`src/rtl/fft_ram_scheduler_if.sv`:
```
// Bundle of the AXI-side, core-side and RAM-side request/response signals around the
// shared-sample-RAM scheduler. slave = scheduler, master = surrounding environment.
interface fft_ram_scheduler_if #(
   parameter int ADDR_W  = 12,
   parameter int WDATA_W = 16,
   parameter int RDATA_W = 32
);
   logic               axi_wr;
   logic               axi_rd;
   logic [ADDR_W-1:0]  axi_addr;
   logic [WDATA_W-1:0] axi_wdata;
   logic               data_loaded;
   logic [ADDR_W-1:0]  samples_number;
   logic [RDATA_W-1:0] axi_rdata;
   logic               axi_rvalid;
   logic               axi_busy;

   logic               core_start;
   logic               core_wr;
   logic               core_rd;
   logic [ADDR_W-1:0]  core_addr;
   logic [WDATA_W-1:0] core_wdata;
   logic               core_done;
   logic [RDATA_W-1:0] core_rdata;
   logic               core_rvalid;

   logic               ram_mode;
   logic               ram_wr;
   logic               ram_rd;
   logic [ADDR_W-1:0]  ram_addr;
   logic [WDATA_W-1:0] ram_wdata;
   logic [RDATA_W-1:0] ram_rdata;

   logic               calc_end;
   logic [1:0]         state;
   logic               timeout;

   modport slave (
      input  axi_wr, axi_rd, axi_addr, axi_wdata, data_loaded, samples_number,
      input  core_wr, core_rd, core_addr, core_wdata, core_done,
      input  ram_rdata,
      output axi_rdata, axi_rvalid, axi_busy, core_start, core_rdata, core_rvalid,
      output ram_mode, ram_wr, ram_rd, ram_addr, ram_wdata, calc_end, state, timeout
   );

   modport master (
      output axi_wr, axi_rd, axi_addr, axi_wdata, data_loaded, samples_number,
      output core_wr, core_rd, core_addr, core_wdata, core_done,
      output ram_rdata,
      input  axi_rdata, axi_rvalid, axi_busy, core_start, core_rdata, core_rvalid,
      input  ram_mode, ram_wr, ram_rd, ram_addr, ram_wdata, calc_end, state, timeout
   );
endinterface

```
`src/rtl/fft_ram_scheduler.sv`:
```
// Sequences one FFT frame over the shared sample RAM: AXI load -> core start -> compute ->
// AXI readout. Define FFT_RAM_SCHED_TIMEOUT_EN to enable the CALC watchdog (TIMEOUT_CYC).
module fft_ram_scheduler #(
   parameter int ADDR_W      = 12,
   parameter int WDATA_W     = 16,
   parameter int RDATA_W     = 32,
   parameter int TIMEOUT_CYC = 4096
) (
   input logic                i_clk,
   input logic                i_rst,
   fft_ram_scheduler_if.slave bus
);
   typedef enum logic [1:0] {
      ST_LOAD    = 2'd0,
      ST_START   = 2'd1,
      ST_CALC    = 2'd2,
      ST_READOUT = 2'd3
   } state_t;

   localparam logic [ADDR_W:0] CNT_ONE = (ADDR_W+1)'(1);

   state_t          state;
   logic [ADDR_W:0] rd_count;
   logic [ADDR_W:0] rd_target;
   logic            last_read;
   logic            axi_fwd_wr, axi_fwd_rd, core_fwd_wr, core_fwd_rd;
   logic            ram_mode_q, core_start_q, axi_busy_q, calc_end_q;
   logic            axi_rvalid_q, core_rvalid_q;

`ifdef FFT_RAM_SCHED_TIMEOUT_EN
   localparam int CNT_W = $clog2(TIMEOUT_CYC + 1);
   logic [CNT_W-1:0] calc_cnt;
   logic             calc_expired;
   logic             timeout_q;
   assign calc_expired = (calc_cnt == CNT_W'(TIMEOUT_CYC - 1));
   assign bus.timeout  = timeout_q;
`else
   assign bus.timeout  = 1'b0;
`endif

   // Only the phase owner's strobes reach the RAM; START forwards nothing so the mode
   // switch never coincides with a RAM access.
   always_comb begin
      // NOTE: every always_comb output gets a default first so no path can infer a latch.
      axi_fwd_wr  = 1'b0;
      axi_fwd_rd  = 1'b0;
      core_fwd_wr = 1'b0;
      core_fwd_rd = 1'b0;
      unique case (state)
         ST_LOAD: begin
            axi_fwd_wr = bus.axi_wr;
            axi_fwd_rd = bus.axi_rd & ~bus.axi_wr;
         end
         ST_CALC: begin
            core_fwd_wr = bus.core_wr;
            core_fwd_rd = bus.core_rd;
         end
         ST_READOUT: axi_fwd_rd = bus.axi_rd;
         ST_START: ;
      endcase
   end

   assign rd_target = (bus.samples_number == '0) ? {1'b1, {ADDR_W{1'b0}}}
                                                 : {1'b0, bus.samples_number};
   assign last_read = ((rd_count + CNT_ONE) == rd_target);

   assign bus.ram_wr    = axi_fwd_wr | core_fwd_wr;
   assign bus.ram_rd    = axi_fwd_rd | core_fwd_rd;
   assign bus.ram_addr  = (state == ST_CALC)  ? bus.core_addr :
                          (state == ST_START) ? {ADDR_W{1'b0}} : bus.axi_addr;
   assign bus.ram_wdata = (state == ST_CALC)  ? bus.core_wdata :
                          (state == ST_START) ? {WDATA_W{1'b0}} : bus.axi_wdata;

   assign bus.ram_mode    = ram_mode_q;
   assign bus.core_start  = core_start_q;
   assign bus.axi_busy    = axi_busy_q;
   assign bus.calc_end    = calc_end_q;
   assign bus.state       = state;
   assign bus.axi_rvalid  = axi_rvalid_q;
   assign bus.core_rvalid = core_rvalid_q;
   assign bus.axi_rdata   = axi_rvalid_q  ? bus.ram_rdata : {RDATA_W{1'b0}};
   assign bus.core_rdata  = core_rvalid_q ? bus.ram_rdata : {RDATA_W{1'b0}};

   // NOTE: all state here uses non-blocking assignments so every register samples pre-edge values.
   always_ff @(posedge i_clk) begin
      if (i_rst) begin
         state         <= ST_LOAD;
         ram_mode_q    <= 1'b1;
         core_start_q  <= 1'b0;
         axi_busy_q    <= 1'b0;
         calc_end_q    <= 1'b0;
         axi_rvalid_q  <= 1'b0;
         core_rvalid_q <= 1'b0;
         rd_count      <= '0;
`ifdef FFT_RAM_SCHED_TIMEOUT_EN
         calc_cnt      <= '0;
         timeout_q     <= 1'b0;
`endif
      end else begin
         // The rvalid flags double as the return-side tag of the issuing port.
         axi_rvalid_q  <= axi_fwd_rd;
         core_rvalid_q <= core_fwd_rd;
         core_start_q  <= 1'b0;
         unique case (state)
            ST_LOAD: begin
               if (bus.data_loaded) begin
                  state        <= ST_START;
                  ram_mode_q   <= 1'b0;
                  core_start_q <= 1'b1;
                  axi_busy_q   <= 1'b1;
               end
            end
            ST_START: begin
               state <= ST_CALC;
`ifdef FFT_RAM_SCHED_TIMEOUT_EN
               calc_cnt <= '0;
`endif
            end
            ST_CALC: begin
               if (bus.core_done) begin
                  state      <= ST_READOUT;
                  ram_mode_q <= 1'b1;
                  axi_busy_q <= 1'b0;
                  calc_end_q <= 1'b1;
               end
`ifdef FFT_RAM_SCHED_TIMEOUT_EN
               else if (calc_expired) begin
                  state      <= ST_LOAD;
                  ram_mode_q <= 1'b1;
                  axi_busy_q <= 1'b0;
                  timeout_q  <= 1'b1;
               end else begin
                  calc_cnt <= calc_cnt + CNT_W'(1);
               end
`endif
            end
            ST_READOUT: begin
               if (axi_fwd_rd) begin
                  if (last_read) begin
                     state      <= ST_LOAD;
                     rd_count   <= '0;
                     calc_end_q <= 1'b0;
                  end else begin
                     rd_count <= rd_count + CNT_ONE;
                  end
               end
            end
         endcase
      end
   end
endmodule

```
`src/flat_wrapper.sv`:
```
// flat-port wrapper written by rule: the top's interface ports become plain ports
module fft_ram_scheduler_flat 
#(
   parameter int ADDR_W      = 12,
   parameter int WDATA_W     = 16,
   parameter int RDATA_W     = 32,
   parameter int TIMEOUT_CYC = 4096
)
  (i_clk, i_rst, bus_axi_wr, bus_axi_rd, bus_axi_addr, bus_axi_wdata, bus_data_loaded, bus_samples_number, bus_core_wr, bus_core_rd, bus_core_addr, bus_core_wdata, bus_core_done, bus_ram_rdata, bus_axi_rdata, bus_axi_rvalid, bus_axi_busy, bus_core_start, bus_core_rdata, bus_core_rvalid, bus_ram_mode, bus_ram_wr, bus_ram_rd, bus_ram_addr, bus_ram_wdata, bus_calc_end, bus_state, bus_timeout);
  fft_ram_scheduler_if #(.ADDR_W(ADDR_W), .WDATA_W(WDATA_W), .RDATA_W(RDATA_W)) bus_i ();
  input logic i_clk;
  input logic i_rst;
  input wire logic [$bits(bus_i.axi_wr)-1:0] bus_axi_wr;
  input wire logic [$bits(bus_i.axi_rd)-1:0] bus_axi_rd;
  input wire logic [$bits(bus_i.axi_addr)-1:0] bus_axi_addr;
  input wire logic [$bits(bus_i.axi_wdata)-1:0] bus_axi_wdata;
  input wire logic [$bits(bus_i.data_loaded)-1:0] bus_data_loaded;
  input wire logic [$bits(bus_i.samples_number)-1:0] bus_samples_number;
  input wire logic [$bits(bus_i.core_wr)-1:0] bus_core_wr;
  input wire logic [$bits(bus_i.core_rd)-1:0] bus_core_rd;
  input wire logic [$bits(bus_i.core_addr)-1:0] bus_core_addr;
  input wire logic [$bits(bus_i.core_wdata)-1:0] bus_core_wdata;
  input wire logic [$bits(bus_i.core_done)-1:0] bus_core_done;
  input wire logic [$bits(bus_i.ram_rdata)-1:0] bus_ram_rdata;
  output wire logic [$bits(bus_i.axi_rdata)-1:0] bus_axi_rdata;
  output wire logic [$bits(bus_i.axi_rvalid)-1:0] bus_axi_rvalid;
  output wire logic [$bits(bus_i.axi_busy)-1:0] bus_axi_busy;
  output wire logic [$bits(bus_i.core_start)-1:0] bus_core_start;
  output wire logic [$bits(bus_i.core_rdata)-1:0] bus_core_rdata;
  output wire logic [$bits(bus_i.core_rvalid)-1:0] bus_core_rvalid;
  output wire logic [$bits(bus_i.ram_mode)-1:0] bus_ram_mode;
  output wire logic [$bits(bus_i.ram_wr)-1:0] bus_ram_wr;
  output wire logic [$bits(bus_i.ram_rd)-1:0] bus_ram_rd;
  output wire logic [$bits(bus_i.ram_addr)-1:0] bus_ram_addr;
  output wire logic [$bits(bus_i.ram_wdata)-1:0] bus_ram_wdata;
  output wire logic [$bits(bus_i.calc_end)-1:0] bus_calc_end;
  output wire logic [$bits(bus_i.state)-1:0] bus_state;
  output wire logic [$bits(bus_i.timeout)-1:0] bus_timeout;
  assign bus_i.axi_wr = bus_axi_wr;
  assign bus_i.axi_rd = bus_axi_rd;
  assign bus_i.axi_addr = bus_axi_addr;
  assign bus_i.axi_wdata = bus_axi_wdata;
  assign bus_i.data_loaded = bus_data_loaded;
  assign bus_i.samples_number = bus_samples_number;
  assign bus_i.core_wr = bus_core_wr;
  assign bus_i.core_rd = bus_core_rd;
  assign bus_i.core_addr = bus_core_addr;
  assign bus_i.core_wdata = bus_core_wdata;
  assign bus_i.core_done = bus_core_done;
  assign bus_i.ram_rdata = bus_ram_rdata;
  assign bus_axi_rdata = bus_i.axi_rdata;
  assign bus_axi_rvalid = bus_i.axi_rvalid;
  assign bus_axi_busy = bus_i.axi_busy;
  assign bus_core_start = bus_i.core_start;
  assign bus_core_rdata = bus_i.core_rdata;
  assign bus_core_rvalid = bus_i.core_rvalid;
  assign bus_ram_mode = bus_i.ram_mode;
  assign bus_ram_wr = bus_i.ram_wr;
  assign bus_ram_rd = bus_i.ram_rd;
  assign bus_ram_addr = bus_i.ram_addr;
  assign bus_ram_wdata = bus_i.ram_wdata;
  assign bus_calc_end = bus_i.calc_end;
  assign bus_state = bus_i.state;
  assign bus_timeout = bus_i.timeout;
  fft_ram_scheduler #(.ADDR_W(ADDR_W), .WDATA_W(WDATA_W), .RDATA_W(RDATA_W), .TIMEOUT_CYC(TIMEOUT_CYC)) u_core (.i_clk(i_clk), .i_rst(i_rst), .bus(bus_i));
endmodule
```
`config.mk`:
```
export PLATFORM = sky130hd
export DESIGN_NAME = fft_ram_scheduler_flat
export DESIGN_NICKNAME = d
export VERILOG_FILES = /design/src/rtl/fft_ram_scheduler_if.sv /design/src/rtl/fft_ram_scheduler.sv /design/src/flat_wrapper.sv
export SDC_FILE = /design/constraint.sdc
export NUM_CORES = 1
export LEC_CHECK = 0
export BUFFER_PORTS_ARGS = -buffer_cell sky130_fd_sc_hd__buf_2
export CORE_MARGIN = 4
export CORE_UTILIZATION = 41
export CTS_BUF_LIST = sky130_fd_sc_hd__clkbuf_4 sky130_fd_sc_hd__clkbuf_8 sky130_fd_sc_hd__clkbuf_16
export DETAILED_ROUTE_END_ITERATION = 10
export PLACE_DENSITY = 0.87
export SYNTH_ARGS = -nofsm -noshare
export SYNTH_HDL_FRONTEND = slang
export SYNTH_SLANG_ARGS = --single-unit
```
`constraint.sdc`:
```
create_clock -name i_clk -period 6.4 [get_ports i_clk]
set_clock_uncertainty 0.2 [all_clocks]
set_input_delay 0.96 -clock i_clk [delete_from_list [all_inputs] [get_ports i_clk]]
set_output_delay 0.96 -clock i_clk [all_outputs]
set_load 0.1 [all_outputs]
```
**After elaboration in Yosys (flattened, before gate mapping)**

Index checks and enable logic that the tools add are counted.

- Equality and inequality tests: 8
- Magnitude comparators: 0
- Reductions and logical operators: 9
- Mux-type cells: 27
- Multiply operators: 0
- Add/sub/neg operators: 1
- Shifts and indexed selects: 0
- Bitwise gates (word level): 5
- Div/mod/pow operators: 0

Operator list:

| operator | count |
|---|---|
| 32-bit two-way mux | 2 |
| 16-bit two-way mux | 2 |
| 13-bit two-way mux | 2 |
| 12-bit two-way mux | 2 |
| 13-bit by 1-bit adder with 13-bit output, second input constant | 1 |
| 13-bit == test | 1 |
| 12-bit logical NOT | 1 |
| 1-bit two-way mux | 10 |
| 2-bit two-way mux | 4 |
| 1-bit case mux with 2 select lines | 4 |
| 2-bit case mux with 4 select lines | 1 |
| 4-bit AND reduction | 2 |
| 2-bit == test, second input constant | 2 |
| 2-bit by 1-bit != test with 1-bit output, second input constant | 2 |
| 2-bit != test, second input constant | 2 |
| 2-bit nonzero test | 2 |
| 3-bit AND reduction | 1 |
| 2-bit by 1-bit == test with 1-bit output, second input constant | 1 |
| 2-bit logical NOT | 1 |
| 1-bit inverter | 2 |
| 1-bit bitwise OR | 2 |
| 2-bit AND reduction | 1 |
| 2-bit OR reduction | 1 |
| 1-bit bitwise AND | 1 |

- Latch bits: 0
- Flip-flop bits (word level): 21
- Output and inout port bits: 103
- Bits in writable memories: 0
- ROM bits: 0
- Memories: 0
- Logic and storage cells: 58

**Depth between registers and ports, before layout**

- Depth in word-level cells: 6
- Gate-level depth with buffers: 10

**Least setup slack after synthesis**

No wires, ideal clock.

- Path type: register to output
- Start point: reg u_core.state[0], in the netlist u_core.bus.state[0]
- End point: out bus_ram_addr[10]
- Arrival: 3.751 ns
- Cell stages (with the launch flop): 6
- Path buffers: 1
- Path slack: 1.489 ns
- Cell sequence: dfxtp_1 -> inv_1 -> ha_1 -> buf_6 -> nand2b_1 -> o21ai_0

- Longest elaborated chain between the ends: 3

Ends and longest elaborated chain:

| item | line | source |
|---|---|---|
| from (decl) | fft_ram_scheduler.sv:22 | `state_t state;` |
| from (signal assigned) | fft_ram_scheduler.sv:87 | `state <= ST_LOAD;` |
| from (signal assigned) | fft_ram_scheduler.sv:107 | `state <= ST_START;` |
| from (signal assigned) | fft_ram_scheduler.sv:114 | `state <= ST_CALC;` |
| 2-bit by 1-bit == test with 1-bit output | fft_ram_scheduler.sv:70 | `(state == ST_START) ? {ADDR_W{1'b0}} : bus.axi_addr;` |
| 12-bit two-way mux | fft_ram_scheduler.sv:70 |  |
| 12-bit two-way mux (*) | fft_ram_scheduler.sv:69 | `assign bus.ram_addr = (state == ST_CALC) ? bus.core_addr :` |
| to (decl) | flat_wrapper.sv:34 | `output wire logic [$bits(bus_i.ram_addr)-1:0] bus_ram_addr;` |

Every way passes the cells marked *; elsewhere a longest branch is shown, timed or not.

**Worst setup path in the final report**

- Start point: reg u_core.state[0], in the netlist u_core.bus.state[0]
- End point: out bus_ram_wdata[3]

- Longest elaborated chain between the ends: 3

Ends and longest elaborated chain:

| item | line | source |
|---|---|---|
| 2-bit by 1-bit == test with 1-bit output | fft_ram_scheduler.sv:72 | `(state == ST_START) ? {WDATA_W{1'b0}} : bus.axi_wdata;` |
| 16-bit two-way mux | fft_ram_scheduler.sv:72 |  |
| 16-bit two-way mux (*) | fft_ram_scheduler.sv:71 | `assign bus.ram_wdata = (state == ST_CALC) ? bus.core_wdata :` |
| to (decl) | flat_wrapper.sv:35 | `output wire logic [$bits(bus_i.ram_wdata)-1:0] bus_ram_wdata;` |

Marks and branches as above.

==> metrics.cfg <==
[synth]
synth_cell_types=56
synth_edf_count=0
syn_area_per_cell_sq_um=7.67
async_reset_ff_frac=0
ys_seq_area_frac=0.178
synth_top_family_by_area=simple AND/OR/NAND/NOR gates
synth_area_sq_mm=0.00236
syn_nets=420
synth_compound_area_frac=0.252
yosys.area_share.simple=0.369
synth_ff_type=dfxtp_1
ys.warnings.count=0
muxShareOfSynthArea=0
ys_ff_latch=21
synth_adder_area_share=0.0266
syn_inst=307
synth-xor-area-share=0.0929

[sta]
fmax_ghz=0.262
setup_violations=0
rsz0062_at_grt=no
final.period_utilization=0.595
period_minus_slack_ns=3.81
final.setup.tns_ns=0
hold_viol_final=0
slew_headroom=0.147
whs_ns=0.286
slew_violations=0
worst_pin_slew_ns=1.28
setup_ws_ns=2.59

[clock_tree]
clk_latency_ns=0.27
clock_sinks=21
postCtsSetupBuffers=0
clock-root-buffer=clkbuf_8
cts_buffers=3
path_clk_slew_ns=0.08
cts_tree=done
htreeDepth=1
holdBufCountCts=0
cts_resized=0
cts_buffer_depth=2

[flow_run]
drv_cap=0

[setup_path]
crit_path_cell_trace=inv_1, ha_1, nor2_1, buf_4, a22o_1, buf_2
timing.rr.start=u_core.rd_count[0]
cpPeakStageDelay_ns=1.01
r2r_slack_ns=3.31
cp-start-kind=register
crit_buf_inv=3
cp_max_fo=37
worst-setup-path-type=reg2out
required_ns=5.24
cp.arrival_ns=2.65
r2r_cells=8
cp_slowest_cell=ha_1
cp_top_family=adder cells
r2r_end=u_core.rd_count[6]
endpoint_kind=output port

[place]
dp.final_hpwl_mm=9.49
placed_area_sq_mm=0.00335
place.gp.congestion=0.976
io_buffers=209
pre_cts_ws_ns=2.91
dp.cells=567

[layout]
multi_input_area_sq_mm=0.00175
area_growth_pct=44.9
drive_gt1_frac=0.461
seq_area_sq_um=420
instances_no_fill=576
fillers=535
fin_nets=613
fin_area_sq_mm=0.00341
final_util=0.616

[floorplanning]
io_pins=211
die_y_microns=83.8
start_util=0.425
core_sq_mm=0.00554
die_area_sq_mm=0.00702
std_cell_rows=27
die_w_microns=83.8

[grt]
grt_pass1_wl_mm=16.6
antenna_found_initial=16
grt_max_degree=38
track_usage=0.300
grt-ovfl-total=0
first_global_vias=2955

[hold_path]
hold_start=u_core.bus.calc_end
hold_path_end=u_core.bus.calc_end
hold_class=reg2reg
hold_depth=2

[power]
leakagePower_nw=1.83
peakVddDrop_v=0.000568
p_per_area_mw_per_mm2=530
p_total_mw=1.81

[route]
totalWireLength_mm=11.2
first_iter_violations=237
post_drt_wl_per_cell_microns=19.5
drtAntennaViolNets=0
vias_per_cell=5.43
drc=0
firstDrtPassIters=4
vias=3130

[status]
status=completed

==> flip-flops by register name, indices dropped and copies added, names as in the netlist <==
signal                  count
u_core.bus.axi_rvalid       1
u_core.bus.axi_busy         1
u_core.bus.core_rvalid      1
u_core.rd_count            13
u_core.bus.calc_end         1
u_core.bus.state            2
u_core.bus.ram_mode         1
u_core.bus.core_start       1
==> power breakdown <==
part           leakage, nW  internal [mW]  switching (mW)
logic                 1.63          0.247            1.30
registers            0.171          0.147          0.0254
clock network       0.0262         0.0487          0.0469
total                 1.83          0.442            1.37
==> worst reg2reg max path: stages (launching register included) <==
cell	delay, ns
dfxtp_1	0.40
ha_1	0.29
xnor2_1	0.34
o211ai_1	0.19
a2111oi_4	0.43
o2111ai_1	0.23
nor4_2	0.27
a41o_1	0.54
nor2_1	0.11
==> logic make-up (layout without fill, tap and decap cells) <==
kind of cell,Yosys count,count (layout)
compound gates,70,70
xor+xnor,25,25
fa+ha+maj,5,5
buf+inv,33,225
flops,21,21
other cells,1,6
simple gates,152,152
==> worst max-delay path by stage <==
stage / start / slack (ns) / cells past startpoint / endpoint
after floorplan: u_core.bus.state[0] / 1.49 / 5 / bus_ram_addr[10]
after global placement: u_core.bus.state[0] / 3.04 / 6 / bus_ram_wdata[3]
after detailed placement: u_core.bus.state[0] / 2.91 / 6 / bus_ram_wdata[3]
after CTS: u_core.bus.state[0] / 2.62 / 6 / bus_ram_wdata[3]
after global routing: u_core.bus.state[0] / 2.42 / 6 / bus_ram_wdata[3]
final: u_core.bus.state[0] / 2.59 / 6 / bus_ram_wdata[3]
==> cell usage in the layout (no fill, tap or decap), types with 7 or more instances in the layout <==
| cell type | instances |
|---|---|
| a21oi_1 | 7 |
| a22o_1 | 29 |
| and2_1 | 64 |
| buf_2 | 209 |
| dfxtp_1 | 21 |
| inv_1 | 11 |
| nand2_1 | 19 |
| nand3_1 | 7 |
| nor2_1 | 30 |
| nor3_1 | 8 |
| xnor2_1 | 18 |
| xor2_1 | 7 |
==> synthesized netlist by cell type (3+ instances only) <==
cell	number	area (sq um)
buf_6	6	67.6
dfxtp_1	21	420
nand2_1	19	71.3
xor2_1	7	61.3
nor4_2	3	37.5
a21oi_1	7	35.0
nor2_1	30	113
inv_1	11	41.3
ha_1	5	62.6
nand3_1	7	35.0
clkbuf_1	11	41.3
and2_1	64	400
a31oi_1	5	31.3
o21ai_0	5	25.0
xnor2_1	18	158
nor3_1	8	40.0
a22o_1	29	254
o2111ai_1	3	26.3
==> metal layers <==
| metal | up-vias | GRT usage | routed length [microns] |
|---|---|---|---|
| met4 | 22 | 0.0570 | 146 |
| met2 | 206 | 0.487 | 5120 |
| met1 | 1395 | 0.329 | 3950 |
| met5 | - | 0 | 152 |
| li1 | 1473 | - | - |
| met3 | 34 | 0.198 | 1870 |
==> area by class of cell <==
class                      count  share of cell area
antenna                        5             0.00367
clock buffer                   4              0.0143
multi-input combinational    253               0.512
sequential                    21               0.123
tap                           72              0.0264
timing repair buffer         210               0.309
inverter                      11              0.0121
Note: power is estimated with default switching activity, not from simulation.
